--- config.mk ---
export PLATFORM = sky130hd
export DESIGN_NAME = jtroadf_objbuf
export DESIGN_NICKNAME = d
export VERILOG_FILES = /design/src/rtl/jtroadf_objbuf.sv
export SDC_FILE = /design/constraint.sdc
export NUM_CORES = 2
export LEC_CHECK = 0
export ABC_AREA = 0
export ABC_CLOCK_PERIOD_IN_PS = 3300
export CORE_MARGIN = 4
export CORE_UTILIZATION = 40
export CTS_CLUSTER_DIAMETER = 60
export CTS_CLUSTER_SIZE = 28
export DETAILED_ROUTE_END_ITERATION = 8
export PLACE_DENSITY_LB_ADDON = 0.1
export SYNTH_ARGS = -nofsm -noshare
export SYNTH_HDL_FRONTEND = slang
export SYNTH_SLANG_ARGS = --single-unit
export TNS_END_PERCENT = 5
--- constraint.sdc ---
create_clock -name clk -period 3.3 [get_ports clk]
set_input_delay 0.825 -clock clk [delete_from_list [all_inputs] [get_ports clk]]
set_output_delay 0.825 -clock clk [all_outputs]
set_load 0.05 [all_outputs]
--- src/rtl/jtroadf_objbuf.sv ---
// Road Fighter object line buffer: two 256x4 banks, one drawn while the
// other plays back and is erased behind the beam.
module jtroadf_objbuf #(
  parameter logic [7:0] HOFFSET = 8'd0,
  parameter logic [3:0] CLRVAL  = 4'h0
) (
  input  logic       clk,
  input  logic       rst_n,
  input  logic       pxl_cen,
  input  logic       hinit,
  input  logic       LHBL,
  input  logic [8:0] hdump,
  input  logic       flip,
  input  logic [7:0] wr_x,
  input  logic [3:0] wr_pxl,
  input  logic       wr_en,
  output logic       init_busy,
  output logic [3:0] pxl
);

  typedef enum logic { INIT, RUN } state_t;

  state_t     st;
  logic [7:0] cnt;
  logic       wbank;

  logic [3:0] mem0 [256];
  logic [3:0] mem1 [256];

  logic       s0_v, s0_bank;
  logic [7:0] s0_x;
  logic [3:0] s0_pxl;
  logic       s1_v, s1_bank;
  logic [7:0] s1_x;
  logic [3:0] s1_pxl;
  logic       s2_v, s2_bank, s2_occ;
  logic [7:0] s2_x;
  logic [3:0] s2_pxl;

  logic       rd_v, rd_bank;
  logic [7:0] rd_addr;

  logic       run;
  logic [3:0] s1_rd;
  logic [3:0] rd_data;
  logic       s2_commit;
  logic       fwd;
  logic [7:0] pb_addr;
  logic       hdump_unused;

  assign run       = (st == RUN);
  assign s1_rd     = s1_bank ? mem1[s1_x] : mem0[s1_x];
  assign rd_data   = rd_bank ? mem1[rd_addr] : mem0[rd_addr];
  assign s2_commit = s2_v & ~s2_occ;
  assign pb_addr   = (hdump[7:0] ^ {8{flip}}) + HOFFSET;
  assign hdump_unused = hdump[8];

  // S2 is about to fill this spot, so S1 must not see it as free
  assign fwd = s2_commit & (s2_bank == s1_bank)
             & (s2_x == s1_x);

  always_ff @(posedge clk or negedge rst_n) begin
    if (!rst_n) begin
      st        <= INIT;
      cnt       <= 8'd0;
      init_busy <= 1'b1;
      wbank     <= 1'b0;
      s0_v      <= 1'b0;
      s0_bank   <= 1'b0;
      s0_x      <= 8'd0;
      s0_pxl    <= CLRVAL;
      s1_v      <= 1'b0;
      s1_bank   <= 1'b0;
      s1_x      <= 8'd0;
      s1_pxl    <= CLRVAL;
      s2_v      <= 1'b0;
      s2_bank   <= 1'b0;
      s2_x      <= 8'd0;
      s2_pxl    <= CLRVAL;
      s2_occ    <= 1'b0;
      rd_v      <= 1'b0;
      rd_bank   <= 1'b0;
      rd_addr   <= 8'd0;
      pxl       <= CLRVAL;
    end else begin
      if (hinit) wbank <= ~wbank;
      s1_v    <= s0_v;
      s1_bank <= s0_bank;
      s1_x    <= s0_x;
      s1_pxl  <= s0_pxl;
      s2_v    <= s1_v;
      s2_bank <= s1_bank;
      s2_x    <= s1_x;
      s2_pxl  <= s1_pxl;
      s2_occ  <= (s1_rd != CLRVAL) | fwd;
      s0_x    <= wr_x;
      s0_pxl  <= wr_pxl;
      s0_bank <= wbank;
      case (st)
        INIT: begin
          s0_v <= 1'b0;
          rd_v <= 1'b0;
          pxl  <= CLRVAL;
          cnt  <= cnt + 8'd1;
          if (cnt == 8'd255) begin
            st        <= RUN;
            init_busy <= 1'b0;
          end
        end
        default: begin
          s0_v <= wr_en & (wr_pxl != CLRVAL);
          rd_v <= pxl_cen & LHBL;
          if (pxl_cen & LHBL) begin
            rd_addr <= pb_addr;
            rd_bank <= hinit ? wbank : ~wbank;
          end
          if (pxl_cen & ~LHBL) pxl <= CLRVAL;
          else if (rd_v)       pxl <= rd_data;
        end
      endcase
    end
  end

  always_ff @(posedge clk) begin
    if (!run) begin
      mem0[cnt] <= CLRVAL;
      mem1[cnt] <= CLRVAL;
    end else begin
      if (rd_v) begin
        if (rd_bank) mem1[rd_addr] <= CLRVAL;
        else         mem0[rd_addr] <= CLRVAL;
      end
      if (s2_commit) begin
        if (s2_bank) mem1[s2_x] <= s2_pxl;
        else         mem0[s2_x] <= s2_pxl;
      end
    end
  end

endmodule
==> flow_summary.ini <==
[run_status]
run_status = finished with violations
failed_checks = negative setup slack

[worst_hold_path]
holdPathEnd = s2_v
worst_hold_path.num_cells = 0
min-delay-path-class = flip-flop to flip-flop
hold_start = s1_v

[drt]
avgViaCountPerCell = 6.46
avgRoutedWirePerCell_um = 34.4
drt_drc_violations_left = 0
drt-pass1-iter-count = 6
m1WireLength_um = 182000
wl_met2_um = 207000
route.antenna.remaining_nets = 0
top_layer_used = met5
vias = 86500
wirelength_routed_um = 460000
drt_iter0_drc = 11900
detailroute.wirelength.met3_um = 47300

[clocking]
clock-root-buffer = clkbuf_16
clock_path_buffers = 4
cts_buffer_count = 200
clkSinkCount = 2116
htree_num_levels = 4
tritoncts_clock_tree = yes
worst_setup_hold_path_clk_slew_ps = 80
insertion_delay_ps = 910

[floorplan]
std_cell_rows = 195
dieHeight_um = 540
die_w_um = 540
fp.dieArea_um2 = 292000
design.core.area_um2 = 282000
initial_core_util = 0.402
boundaryPins = 33

[critical_path]
timing.critical_path.cells = buf_6 -> buf_16 -> nor3_2 -> a211oi_1 -> or4_1 -> nor4_2 -> buf_4 -> a2111oi_0 -> o311a_1 -> a211oi_2 -> buf_4 -> o32ai_2
critPathMostFrequentCell = buf_4
cpPeakStageDelay_ps = 560
worst_r2r_startpoint = s1_x[0]
data_arrival_critical_path_ps = 4210
worst_setup_path_end_kind = flip-flop
path_max_fanout = 66
worst-r2r-cell-count = 12
r2r_setup_slk_ps = -130
worstPathRequired_ps = 4070
critPathSlowestCell = dfrtp_4
rr_endpoint = s2_occ
critical_path_source_type = flip-flop
timing_worst_setup_path_type = flip-flop to flip-flop

[synth]
yosysWarnings = 0
synth_area_per_cell_um2 = 12.1
syn-instance-count = 9332
syn-num-nets = 9361
synth_seq_area_share = 0.558
synthDominantCellAreaShare = 0.543
synth.most_common_cell = and3_1
netlist_top_cells_area = edfxtp_1 (54%), mux4_2 (14%), and3_1 (11%)
ys_async_sr_fraction = 0.0321
netlist_top_cells_count = and3_1 (2050), edfxtp_1 (2048), clkbuf_1 (946)
synth_edf_count = 2048
ys_seq_elements = 2116
synth_cell_types = 71
synth_top_cell_by_area = edfxtp_1
synth_area_um2 = 113000
dominantRegCellSynth = edfxtp_1

[sta]
report.final.slew_viol_count = 0
final_critical_path_setup_slack_ps = -133
layout_min_cycle_time_ps = 3430
timing.clock.skew_ps = 57.8
timing.final.crit_share = 1.04
max_freq_mhz = 291
finalHoldViolations = 0
tns_ps = -159
worst_pin_slew_ps = 965
relSlewSlack = 0.357
grt_setup_unrepaired = yes
worst_hold_slack_ps = 348
timing.final.setup_violations = 3

[power]
clockPowerShare = 0.433
pwr_density_cell_nw_per_um2 = 425
worst_ir_drop_vdd_mv = 0.361
switching_share = 0.248
power.share.combinational = 0.049
total_switching_power_w = 0.0140
leakagePower_nw = 42.7
sequential_group_share_of_total_power = 0.517
internal_power_w = 0.0423

[global_route]
grt_max_degree = 118
track_usage = 0.306
wire_length_of_the_first_global_routing_pass_um = 643000
grt_pass1_vias = 83300
total_congestion_overflow = 0
grt_antenna_before_repair = 48

[placed_design]
buffer_ports.inserted = 31
dpl_cell_area_um2 = 124000
gp_congestion = 0.924
placed_cells = 13000
hpwl_um = 304000

[layout]
layout-area-overhead-vs-synth_pct = 16.8
layout.core_utilization = 0.469
final_cells = 13400
final_cell_area_um2 = 132000
drive_gt1_frac = 0.238
fin_nets = 9498

[job]
max_cap_viol_count = 0
-- critical path, delay by kind of cell, from the launching register on --
family / cells / cell delay (ps)
AOI/OAI and AO/OA: 5 / 840
and+or+nand+nor: 3 / 1000
buffers and inverters: 4 / 770
DFF: 1 / 560
-- worst max-delay path by stage --
stage,startpoint,endpoint,slack (ps),cells after the start
floorplan,rd_addr[0],pxl[2],480,9
global placement,s1_x[1],s2_occ,-740,10
detailed placement,s1_x[1],s2_occ,-770,10
CTS,s1_x[0],s2_occ,-40,13
global route,s1_x[0],s2_occ,-170,12
finish,s1_x[0],s2_occ,-130,12
-- registers in the layout, summed over array words and instances (netlist names), 4 cells and up --
name	flops
s0_x	8
mem1	1024
s0_pxl	4
pxl	4
rd_addr	8
s2_pxl	4
s2_x	8
s1_pxl	4
s1_x	8
mem0	1024
cnt	8
-- power by group through the flow --
stage	clock [W]	sequential, W	combinational, W
after floorplan	0	0.0297	0.00106
after global placement	0	0.0297	0.00261
after detailed placement	0	0.0297	0.00261
after CTS	0.0247	0.0291	0.00271
after global routing	0.0257	0.0291	0.00283
final	0.0244	0.0291	0.00278
-- cell type report --
cell class / instances / area (µm²)
well taps: 3743 / 4680
fillers: 25100 / 150000
diodes: 24 / 60.1
flip-flops and latches: 2116 / 63300
repair buffers: 1115 / 11500
inverters: 11 / 46.3
multi-input cells: 6025 / 46100
clock inverters: 145 / 1550
clock buffers: 215 / 5130
-- metrics by stage --
step | power, W | setup WS (ps)
2_1_floorplan | 0.0307 | 480
3_5_place_dp | 0.0323 | -767
3_3_place_gp | 0.0323 | -743
5_1_grt | 0.0577 | -172
6_report | 0.0563 | -133
4_1_cts | 0.0565 | -40.5
-- what timing repair did --
item                                    CTS  global route
hold endpoints to repair                 25             0
pin swaps                                11             8
endpoints found under the setup margin    9           185
setup buffers                            12            23
hold buffers                              1             0
resized for setup                        65            99
gates cloned                              6             6
-- kinds of logic (layout without fill, tap and decap cells) --
kind of cell	Yosys count	count (layout)	share of synthesized area
adder cells (fa/ha/maj)	1	1	0.000110
other	0	24	0
AO/OA/AOI/OAI	1299	1299	0.0683
flip-flops	2116	2116	0.558
XOR/XNOR	25	25	0.00193
buffers and inverters	1191	1486	0.0420
AND/OR/NAND/NOR	3935	3935	0.186
multiplexers	765	765	0.144
-- cell usage in the layout (no fill, tap or decap), types with 14 or more instances in the layout --
cell,Yosys,layout
nand2_1,695,688
a2111oi_0,25,14
inv_6,0,38
buf_16,0,17
nor4_1,42,32
and3_1,2050,2050
a211oi_1,208,199
o31ai_1,16,16
or3_1,15,15
o21ai_1,8,52
buf_12,0,193
diode_2,0,24
buf_4,18,846
a22oi_1,37,32
inv_8,0,23
nor3_1,459,423
nand2b_1,29,25
clkinvlp_4,0,17
xnor2_1,21,21
o22ai_1,34,34
nand3_1,53,46
nor3_2,0,35
clkdlybuf4s50_1,0,28
clkinv_2,0,22
a31oi_1,18,15
buf_6,2,15
o21ai_0,566,522
clkbuf_16,0,209
clkinv_8,0,18
mux4_2,693,693
a21oi_1,274,271
o311ai_0,19,19
edfxtp_1,2048,2048
dfrtp_1,67,54
o221ai_1,19,19
nor2_4,0,21
nor2_1,509,488
mux2i_1,69,67
-- layer usage --
metal | global-route usage | vias to the layer above
met5 | 0 | -
met3 | 0.0606 | 926
met2 | 0.466 | 4920
met4 | 0.145 | 10
met1 | 0.422 | 44300
li1 | - | 36400
Note: power is estimated with default switching activity, not from simulation.
